**config.mk**
```make
export PLATFORM = sky130hd
export DESIGN_NAME = tx_frame_arb
export DESIGN_NICKNAME = d
export VERILOG_FILES = /design/src/rtl/tx_frame_arb.sv
export SDC_FILE = /design/constraint.sdc
export NUM_CORES = 1
export LEC_CHECK = 0
export CORE_UTILIZATION = 34
export DETAILED_ROUTE_END_ITERATION = 10
export PLACE_DENSITY = 0.89
export SYNTH_ARGS = -nofsm -noshare
export SYNTH_HDL_FRONTEND = slang
export SYNTH_SLANG_ARGS = --single-unit
```
**constraint.sdc**
```tcl
create_clock -name clk -period 1.8 [get_ports clk]
set_input_delay 0.18 -clock clk [delete_from_list [all_inputs] [get_ports clk]]
set_output_delay 0.18 -clock clk [all_outputs]
set_load 0.01 [all_outputs]
```
**src/rtl/tx_frame_arb.sv**
```systemverilog
// Frame-granular two-source round-robin arbiter for the 64-bit XGMII transmit path.
// Zero-latency pass-through, programmable inter-frame gap, max-length truncation with drain.
module tx_frame_arb #(
  parameter int IFG_CYCLES = 2,
  parameter int MAX_WORDS  = 190
) (
  input  logic        clk,
  input  logic        rst,
  input  logic        enable,
  input  logic        req0_valid,
  input  logic [63:0] req0_data,
  input  logic [7:0]  req0_keep,
  input  logic        req0_last,
  output logic        req0_ready,
  input  logic        req1_valid,
  input  logic [63:0] req1_data,
  input  logic [7:0]  req1_keep,
  input  logic        req1_last,
  output logic        req1_ready,
  output logic        m_valid,
  output logic [63:0] m_data,
  output logic [7:0]  m_keep,
  output logic        m_last,
  output logic        m_src,
  input  logic        m_ready,
  output logic        busy,
  output logic [15:0] frames0,
  output logic [15:0] frames1,
  output logic [15:0] trunc_cnt
);

  localparam int WCW = $clog2(MAX_WORDS + 1);
  localparam int GW  = (IFG_CYCLES > 1) ? $clog2(IFG_CYCLES) : 1;
  localparam logic [WCW-1:0] MAXW     = WCW'(MAX_WORDS);
  localparam logic [GW-1:0]  GAP_LOAD = (IFG_CYCLES > 0) ? GW'(IFG_CYCLES - 1) : GW'(0);

  typedef enum logic [1:0] {IDLE, XFER, DRAIN, GAP} state_t;

  state_t         state_q, state_d;
  logic           grant_q, grant_d;
  logic           pref_q, pref_d;
  logic [WCW-1:0] word_q, word_d;
  logic [GW-1:0]  gap_q, gap_d;
  logic [15:0]    frames0_q, frames0_d;
  logic [15:0]    frames1_q, frames1_d;
  logic [15:0]    trunc_q, trunc_d;

  logic        sel_valid, sel_last, forced, fin, sel_ready;
  logic [63:0] sel_data;
  logic [7:0]  sel_keep;

  assign sel_valid = grant_q ? req1_valid : req0_valid;
  assign sel_data  = grant_q ? req1_data  : req0_data;
  assign sel_keep  = grant_q ? req1_keep  : req0_keep;
  assign sel_last  = grant_q ? req1_last  : req0_last;
  assign forced    = (word_q == MAXW);

  always_comb begin
    state_d   = state_q;
    grant_d   = grant_q;
    pref_d    = pref_q;
    word_d    = word_q;
    gap_d     = gap_q;
    frames0_d = frames0_q;
    frames1_d = frames1_q;
    trunc_d   = trunc_q;
    m_valid   = 1'b0;
    m_data    = '0;
    m_keep    = '0;
    m_last    = 1'b0;
    sel_ready = 1'b0;
    fin       = 1'b0;

    case (state_q)
      IDLE: begin
        if (enable && (req0_valid || req1_valid)) begin
          grant_d = (req0_valid && req1_valid) ? pref_q : req1_valid;
          pref_d  = ~grant_d;
          word_d  = WCW'(1);
          state_d = XFER;
        end
      end
      XFER: begin
        m_valid   = sel_valid;
        m_data    = sel_data;
        m_keep    = sel_keep;
        m_last    = sel_last | forced;
        sel_ready = m_ready;
        if (sel_valid && m_ready) begin
          word_d = word_q + 1'b1;
          if (sel_last || forced) begin
            if (grant_q) frames1_d = frames1_q + 16'd1;
            else         frames0_d = frames0_q + 16'd1;
            if (sel_last) begin
              fin = 1'b1;
            end else begin
              // Downstream already saw a closed frame; swallow the source's tail.
              trunc_d = trunc_q + 16'd1;
              state_d = DRAIN;
            end
          end
        end
      end
      DRAIN: begin
        sel_ready = 1'b1;
        if (sel_valid && sel_last) fin = 1'b1;
      end
      GAP: begin
        if (gap_q == '0) state_d = IDLE;
        else             gap_d   = gap_q - 1'b1;
      end
      default: state_d = IDLE;
    endcase

    if (fin) begin
      state_d = (IFG_CYCLES == 0) ? IDLE : GAP;
      gap_d   = GAP_LOAD;
    end

    req0_ready = sel_ready & ~grant_q;
    req1_ready = sel_ready &  grant_q;
  end

  always_ff @(posedge clk or posedge rst) begin
    if (rst) begin
      state_q   <= IDLE;
      grant_q   <= 1'b0;
      pref_q    <= 1'b0;
      word_q    <= '0;
      gap_q     <= '0;
      frames0_q <= '0;
      frames1_q <= '0;
      trunc_q   <= '0;
    end else begin
      state_q   <= state_d;
      grant_q   <= grant_d;
      pref_q    <= pref_d;
      word_q    <= word_d;
      gap_q     <= gap_d;
      frames0_q <= frames0_d;
      frames1_q <= frames1_d;
      trunc_q   <= trunc_d;
    end
  end

  assign m_src     = grant_q;
  assign busy      = (state_q != IDLE);
  assign frames0   = frames0_q;
  assign frames1   = frames1_q;
  assign trunc_cnt = trunc_q;

endmodule

```
# Word level (Yosys, flattened, before mapping)
# Index checks and enable logic that the tools add are counted.
[classes]
bitwise = 6
n_eq_ne = 11
muxes = 28
n_addsub = 5
n_reduce_logical = 17
[op_table]
columns = ["op", "n"]
rows = [
  ["two-way mux 64 bit", 2],
  ["adder 16 x 1 -> 16 bit, second input constant", 3],
  ["two-way mux 8 bit", 4],
  ["case mux 8 bit (2 select lines)", 1],
  ["!= test 3 bit, second input constant", 5],
  ["two-way mux 1 bit", 12],
  ["two-way mux 2 bit", 6],
  ["AND reduction 4 bit", 3],
  ["adder 8 x 1 -> 8 bit, second input constant", 1],
  ["== test 8 bit, second input constant", 1],
  ["case mux 2 bit (3 select lines)", 1],
  ["AND reduction 6 bit", 1],
  ["nonzero test 2 bit", 3],
  ["== test 2 bit, second input constant", 2],
  ["logical AND 1 bit", 4],
  ["!= test 2 bit, second input constant", 2],
  ["case mux 1 bit (2 select lines)", 2],
  ["nonzero test 4 bit", 1],
  ["inverter 1 bit", 3],
  ["AND reduction 3 bit", 1],
  ["bitwise AND 1 bit", 2],
  ["== test 2 x 1 -> 1 bit, second input constant", 1],
  ["logical NOT 2 bit", 1],
  ["logical OR 1 bit", 2],
  ["other kinds (3)", 3],
]
[word_totals]
regBits = 61
output_inout_bits = 126
wordCells = 75
input_bits = 152

# Logic depth before layout (Yosys ltp)
[depth]
ltp_word = 7
depth_mapped = 8
ltp_nobuf = 7

# Least setup slack after synthesis
# No wires, ideal clock.
[synth_path]
kind = "reg-to-output"
from = "register state_q[1]"
to = "output m_data[34]"
t_arrival_ns = 1.625
path_stages_with_launch = 7
required_ns = 1.620
path_slack_ns = -0.005
path_buffers = 3
path_cell_list = "dfrtp_1 inv_1 ha_1 clkbuf_1 clkbuf_1 clkbuf_1 nor2b_1"
[synth_between]
elab_chain_cells = 2
[synth_rtl]
columns = ["element", "line", "text"]
rows = [
  ["from (decl)", "39", "state_t state_q, state_d;"],
  ["from (signal assigned)", "135", "state_q <= state_d;"],
  ["== test 2 x 1 -> 1 bit", "74", "case (state_q)"],
  ["two-way mux 64 bit", "74", ""],
  ["to (decl)", "21", "output logic [63:0] m_data,"],
]
# No other way between the ends.

# Worst setup path in the final report
[layout_path]
from = "register state_q[1]"
to = "register word_q[6]"
[layout_between]
elab_chain_cells = 3
elab_cells_between_ends = 7
cone_classes = "eq/ne (3); mux (1); reduce/logical (3)"
[layout_rtl]
columns = ["element", "line", "text"]
rows = [
  ["== test 2 x 1 -> 1 bit / logical NOT 2 bit (equally long branches)", "74", ""],
  ["!= test 2 bit (no source line) / nonzero test 2 bit (equally long branches)", "--", ""],
  ["AND reduction 3 bit (no source line)", "--", ""],
  ["to (signal assigned)", "138", "word_q <= word_d;"],
  ["to (decl)", "42", "logic [WCW-1:0] word_q, word_d;"],
]
# Parallel ways exist; a longest one is shown, timed or not.
# A chain may end at the register's enable or synchronous reset.

==> metrics <==
Rel. slew slack 0.716; iteration-0 DRC count of the detailed router 284; clk slew on worst S/H paths 0.06 ns; Max Cap Viol 0; syn nets 612; cell taking the most area after synthesis dfrtp_1; post-synth top area share 0.347; Rows 41; vias per cell 5.10; post-place setup slack -0.174 ns; nature of the critical path startpoint register; Top Ports 278; Least-Margin Pin Slew 0.427 ns; DRC viols 0; clk buf depth 2; IO buf count 277; Yosys warning total 0; Placed Instances 924; CP arrival 2.27 ns; final WL 19900 um; setup ws final -0.214 ns; number of buffers created by CTS 9; share of cells above drive strength 1 0.378; syn_area_per_cell 9.75 sq um; #FFs+latches synth 61; CTS tree yes; gr ovfl total 0; # diodes 0; DR WL/cell 20.3 um; Post-Synthesis Cell Area 4400 sq um; # hold bufs at CTS 0; Peak VDD IR 0.573 mV; initial antenna violation count 1; crit end category register; clock sink count 61; violated checks negative setup slack; Max Clock Freq 0.497 GHz; Initial Util 0.348; Total GRT Usage 0.263; First-pass DRT Iterations 4; nets 968; critical path class register to register; total power 10.6 mW; worst hold path type primary input to asynchronous set/reset pin; minimum clock period 2.01 ns; die width 116 um; post-route clock period utilization 1.12; first-pass GRT wire length 26500 um; clock latency reported for the late side of the worst-skew pair 0.34 ns; Synth Instances 451; P&R area growth vs syn 106%; post-synthesis sequential area ratio 0.347; vias 5016; Pleak 4.29 nW; Layout Utilization 0.717; Fin. Hold Viols 0; top cells by area, synth dfrtp_1 (35%), mux2i_1 (17%), nor2b_1 (10%); unrepaired setup endpoints after global routing true; H-tree depth 3; die height 116 um; status complete, but fails checks; Finished Layout Cells 984; Placer Congestion 0.861; die area 13400 sq um; hold slack 0.235 ns; synth unique cells 49; CP Max Fanout 7; setup total negative slack -7.01 ns; Final Max Tran Viols 0; final number of setup-violating endpoints 109; DP Area 7730 sq um; Cell Pwr Density 1170 nW/um^2; CTS Root Cell clkbuf_16; Post-DP HPWL 12300 um; # fillers 848; Finished Cell Area 9040 sq um; largest net degree at the start of global routing 62; number of global-route vias before repair 5001; Clock Skew 0.00913 ns; core area 12600 sq um; Antenna Nets Post-Route 0; Req. time, crit path 2.06 ns
## path summary, 6_finish.rpt
path / from / endpoint / slack [ns] / cells after the start
max: state_q[1]$_DFFE_PP0P_ / word_q[6]$_DFFE_PP0P_ / -0.21 / 10
min: rst / frames0[3]$_DFFE_PP0P_ / 0.23 / 3
max reg2reg: state_q[1]$_DFFE_PP0P_ / word_q[6]$_DFFE_PP0P_ / -0.21 / 10
min reg2reg: frames1[15]$_DFFE_PP0P_ / frames1[15]$_DFFE_PP0P_ / 0.49 / 1
max in group asynchronous: rst / m_src$_DFFE_PP0P_ / 1.27 / 3
min in group clk: frames1[15]$_DFFE_PP0P_ / frames1[15]$_DFFE_PP0P_ / 0.49 / 1
## cells in the final DEF, fill, tap and decap left out, types with 11 or more instances in the layout
master	n
mux2i_1	59
buf_6	29
xor2_1	20
buf_4	44
nor2b_2	12
buf_12	11
nor2b_1	53
xnor2_1	22
nand2_1	16
clkbuf_16	16
buf_2	65
and3_1	14
dfrtp_1	60
clkdlybuf4s50_1	199
nor2_2	14
## report_power, final
part | leakage (nW) | internal [mW] | switching, mW | total [mW]
logic | 3.32 | 4.02 | 3.14 | 7.16
clock network | 0.146 | 1.11 | 0.637 | 1.75
registers | 0.830 | 1.52 | 0.175 | 1.69
## layer usage
metal,vias up,part of all wire,GRT usage
li1,2270,-,-
met3,67,0.065,0.0617
met1,2432,0.37,0.300
met2,247,0.52,0.472
met4,0,0.043,0.104
met5,-,0,0
## synth_stat cells, drive strengths merged
cell      n
ha        9
a31oi     3
and2      5
o311ai    1
nand2    27
nand3b    1
buf      11
and4      6
xor2     23
a21o      1
nor2b    73
o22ai     1
clkbuf   11
a41oi     2
nor3      6
nor2     24
nand4    14
nand3    23
nor3b     1
nand2b    2
o211ai    1
dfrtp    61
or2       1
inv       9
nor4      2
and3     14
o21ai     5
and3b     2
o221ai    1
xnor2    28
mux2i    74
mux2      4
o21bai    1
a21oi     3
o2111ai   1
## final cells by class
cell class | instances | area (sq um) | area share
Sequential cell | 61 | 1530 | 0.169
Clock buffer | 11 | 243 | 0.0268
Timing Repair Buffer | 367 | 3590 | 0.397
Clock inverter | 5 | 60.1 | 0.00664
Multi-Input combinational cell | 359 | 3370 | 0.373
Inverter | 9 | 33.8 | 0.00373
Tap cell | 172 | 215 | 0.0238
## what timing repair did
item                                    CTS  global route
pin swaps                                23            48
endpoints found under the setup margin  102           127
resized for setup                       389           113
buffers inserted                         21            16
cloned                                    6             8
## worst max-delay path: stages (launching register included)
cell     delay (ns)
dfrtp_1        0.40
inv_2          0.07
ha_4           0.22
buf_8          0.16
buf_16         0.14
buf_8          0.13
o22ai_4        0.20
buf_12         0.16
nand4_1        0.12
xor2_1         0.18
nor2_1         0.14
## state kept, by name, indices dropped and copies added (netlist names)
register,flops
frames0,16
frames1,16
gap_q,1
m_src,1
pref_q,1
state_q,2
trunc_cnt,16
word_q,8
## kinds of logic (layout without fill, tap and decap cells)
| family | after synthesis | after routing | share of synthesized area |
|---|---|---|---|
| multiplexers | 78 | 78 | 0.181 |
| buffers and inverters | 31 | 392 | 0.0316 |
| adder cells (fa/ha/maj) | 9 | 9 | 0.0256 |
| AO/OA/AOI/OAI | 20 | 20 | 0.0356 |
| XOR/XNOR | 51 | 51 | 0.105 |
| flip-flops | 61 | 61 | 0.347 |
| AND/OR/NAND/NOR | 201 | 201 | 0.274 |
No activity file was read; power rests on OpenSTA's default activity.
==> edit 1: new RTL, same settings <==
Put one more register stage on the output `trunc_cnt`, without a reset. The value now appears one clock later. The other outputs are not delayed to match.
--- a/src/rtl/tx_frame_arb.sv
+++ b/src/rtl/tx_frame_arb.sv
@@ -147,7 +147,9 @@
   assign busy      = (state_q != IDLE);
   assign frames0   = frames0_q;
   assign frames1   = frames1_q;
-  assign trunc_cnt = trunc_q;
+  always_ff @(posedge clk) begin
+    trunc_cnt <= trunc_q;
+  end
 
 endmodule
 
Behaviour: same outputs for any inputs over 4 cycles, from zero or initial values and one cycle with rst high; that may be too few to reach the edited logic, so the function may still have changed.
==> edit 1 against the original RTL <==
Critical path depth is 1 lower. Setup slack worse by 0.23 ns. Total power is 21% higher. The run still ends with negative setup slack left. Sequential cell count grew 16. Largest power group unchanged. Critical path type unchanged. Largest cell class unchanged. Combinational power up 23%. Area after synthesis is 3.0% higher. Design area increased by 6.0%. Wire length rose by 29%. Via count increased by 17%. Count of clock-buffer cells in the layout down 2.
==> edit 1: results (changes against the original RTL) <==
- Run status: finished with violations
- Failing checks: negative setup slack
- Synth area leaders: dfrtp_1 (34%), mux2i_1 (17%), dfxtp_1 (7.1%)
- CP startpoint: state_q[0]
- Yosys cell types: 44 (-10%)
- HPWL Detailed: 14900 µm (+21%)
- Total GRT Usage: 33.1% (+6.8 points)
- Clock skew: 0.0163 ns (+0.00714 ns)
- CP peak stage delay: 0.60 ns (+0.20 ns)
- Syn nets: 641 (+4.7%)
- Seq/Total Area, Yosys: 40.8% (+6.1 points)
- Routed len/inst: 25.0 µm (+23%)
- Synth Flop Type: dfrtp_1
- Crit-path max FO: 5 (-2)
- Global-route wire length before repair: 34800 µm (+32%)
- Maximum vdd ir drop: 0.900 mV (+57%)
- N_diodes: 0 (unchanged)
- DRC Markers: 0 (unchanged)
- First DRT Iteration DRCs: 495 (+74%)
- Lkg Pwr: 4.35 nW (+1.4%)
- Place WS: -0.277 ns (-0.104 ns)
- Antenna violations before repair: 0 (-1)
- FF-to-FF End: word_q[3]
- Worst reg-to-reg path cell count: 9 (-1)
- Critical path's slowest cell: nor3_1
- Post-synth ARST share: 79.2% (-21 points)
- Cell Area, Placed: 8080 µm² (+4.5%)
- Detailed-router iteration count before antenna repair: 5 (+1)
- Final WS setup: -0.441 ns (-0.227 ns)
- Gpl congestion: 0.897 (+4.2%)
- CP arrival: 2.46 ns (+0.19 ns)
- Pin count of the biggest net entering global routing: 29 (-53%)
- Clk Latency, worst-skew pair: roughly 0.35 ns
- Fin nets: 1015 (+4.9%)
- Via Count: 5871 (+17%)
- Layout cells sized above 1: 37.4% (-0.44 points)
- Final setup vio count: 133 (+22%)
- Slew HR: 48.3% (-23 points)
- Synth top cells by count: nor2_1 (82), mux2i_1 (75), dfrtp_1 (61)
- Vias in the first global route: 6003 (+20%)
- # hold bufs at CTS: 0 (unchanged)
- Setup_tns: -22.39 ns (-15.38 ns)
- Input/output buffers: 277 (unchanged)
[edit 1: metrics by stage]
| stage | hold slack, ns | instances |
|---|---|---|
| final | 0.176 | 1031 |
| after global routing | 0.211 | 1031 |
| after CTS | 0.169 | 1032 |
| after detailed placement | 0.404 | 982 |
| after global placement | 0.378 | 982 |
| after floorplan | 0.311 | 480 |
[edit 1: per-layer routing]
| metal | wire (µm) | vias to the layer above | track usage, % | part of all wire, % |
|---|---|---|---|---|
| met5 | 0 | - | 0 | 0 |
| met2 | 13600 | 428 | 60.7 | 53 |
| li1 | - | 2440 | - | - |
| met3 | 1930 | 124 | 6.37 | 7.5 |
| met1 | 8990 | 2879 | 37.5 | 35 |
| met4 | 1290 | 0 | 12.7 | 5.0 |
[edit 1: kinds of logic after synthesis]
| kind of cell | synth area share (%) |
|---|---|
| AO/OA/AOI/OAI | 4.31 |
| AND/OR/NAND/NOR | 22.6 |
| multiplexers | 17.6 |
| XOR/XNOR | 8.70 |
| adder cells (fa/ha/maj) | 2.49 |
| buffers and inverters | 3.51 |
| flip-flops | 40.8 |
[edit 1: what timing repair did]
item / in CTS / in global routing
setup buffers: 29 / 15
endpoints found under the setup margin: 117 / 134
hold endpoints to repair: 0 / 0
resized for setup: 426 / 120
pin swaps: 48 / 48
cloned: 6 / 1
[edit 1: worst min-delay path by stage]
stage	startpoint	cells past startpoint	slack, ns	end
finish	rst	2	0.18	frames1[14]
global route	rst	2	0.21	frames1[15]
CTS	rst	2	0.17	frames0[15]
detailed placement	trunc_q[14]	0	0.40	trunc_cnt[14]
global placement	trunc_q[15]	0	0.38	trunc_cnt[15]
floorplan	req0_valid	1	0.31	m_src
[edit 1: where the power goes]
part	switching, mW	leakage, nW	total (mW)	internal, mW
logic	4.23	3.26	8.78	4.55
registers	0.247	0.951	2.16	1.92
clock network	0.810	0.142	1.89	1.08
total	5.29	4.35	12.8	7.54
[edit 1: layout make-up]
cell class                      count  area (µm²)
Timing Repair Buffer              390        3790
Sequential cell                    77        1850
Tap cell                          172         215
Multi-Input combinational cell    364        3380
Fill cell                         830        3240
Clock inverter                      7        72.6
Inverter                           12        47.5
Clock buffer                        9         225
==> edit 2: new RTL, config.mk and constraints unchanged <==
Made on the original files. Change the parameter `IFG_CYCLES` from 2 to 4.
--- a/src/rtl/tx_frame_arb.sv
+++ b/src/rtl/tx_frame_arb.sv
@@ -1,7 +1,7 @@
 // Frame-granular two-source round-robin arbiter for the 64-bit XGMII transmit path.
 // Zero-latency pass-through, programmable inter-frame gap, max-length truncation with drain.
 module tx_frame_arb #(
-  parameter int IFG_CYCLES = 2,
+  parameter int IFG_CYCLES = 4,
   parameter int MAX_WORDS  = 190
 ) (
   input  logic        clk,
Function: changed (Yosys sat finds a counterexample within 10 cycles, from zero or initial values and one cycle with rst high).
==> edit 2 against the original RTL <==
The flow still finishes with violations (negative setup slack). Wire length rose by 9.5%. Count of clock-buffer cells in the layout did not move. First-iteration DRC count is 83% higher. Sequential cell count up 1. Design area decreased by 2.8%. Setup slack got worse by 0.023 ns. Area after synthesis decreased by 3.2%. Total power up 13%.
==> edit 2: results (changes against the original RTL) <==
- Final WS setup: -0.237 ns (-0.0235 ns)
- Met3 usage in global routing: 10.4% (+4.2 points)
- Cell Area, Placed: 7750 µm² (+0.24%)
- Final setup vio count: 75 (-31%)
- M1 GR Usage: 34.1% (+4.1 points)
- Global-route wire length before repair: 29500 µm (+11%)
- Total GRT Usage: 30.5% (+4.2 points)
- Failing checks: negative setup slack
- Syn nets: 621 (+1.5%)
- Crit-path max FO: 3 (-4)
- Yosys cell types: 47 (-4.1%)
- Fillers: 819 (-3.4%)
- Comb. pwr: 8.00 mW (+12%)
- Post-Layout Cell Count: 997 (+1.3%)
- Layout cells sized above 1: 35.1% (-2.7 points)
- CP arrival: 2.29 ns (+0.02 ns)
- Met3 WL: 1850 µm (+43%)
- Setup_tns: -8.17 ns (-1.15 ns)
- DR WL met2: 11100 µm (+7.1%)
- Final Util: 72.6% (+0.92 points)
- Maximum vdd ir drop: 0.767 mV (+34%)
- HPWL Detailed: 13500 µm (+9.3%)
- FF-to-FF Start: word_q[0]
- Measured slew at the worst slew-check pin: 0.417 ns (-0.00919 ns)
- Pin count of the biggest net entering global routing: 33 (-47%)
- Seq/Total Area, Yosys: 36.5% (+1.7 points)
- Fin nets: 981 (+1.3%)
- Vias/cell: 5.39 (+5.8%)
- Cell family with most CP delay: simple AND/OR/NAND/NOR gates
- Metal1 wirelength: 7830 µm (+6.0%)
- Run status: finished with violations
- Worst reg-to-reg path cell count: 9 (-1)
==> edit 2: cell type report <==
type                       count  area share (%)
antenna                        5           0.142
multi-input combinational    359            34.8
clock buffer                  11            2.76
inverter                      13           0.612
sequential                    62            17.7
timing repair buffer         374            40.3
clock inverter                 5            1.21
tap                          168            2.39
==> edit 2: how the worst max path moves through the flow <==
stage / endpoint / cells past startpoint / from / slack [ns]
after floorplan: word_q[4] / 8 / state_q[0] / 0.04
after global placement: frames1[1] / 7 / req0_last / -0.16
after detailed placement: frames1[1] / 7 / req0_last / -0.20
after CTS: frames1[10] / 11 / word_q[0] / -0.15
after global routing: trunc_cnt[2] / 9 / word_q[0] / -0.30
final: trunc_cnt[2] / 9 / word_q[0] / -0.24
==> edit 2: cells by family after synthesis <==
group | after synthesis | share of synthesized area, %
mux | 76 | 18.0
xor+xnor | 51 | 10.5
compound gates | 25 | 4.94
fa+ha+maj | 10 | 2.94
buf+inv | 38 | 4.32
flops | 62 | 36.5
simple gates | 197 | 22.9
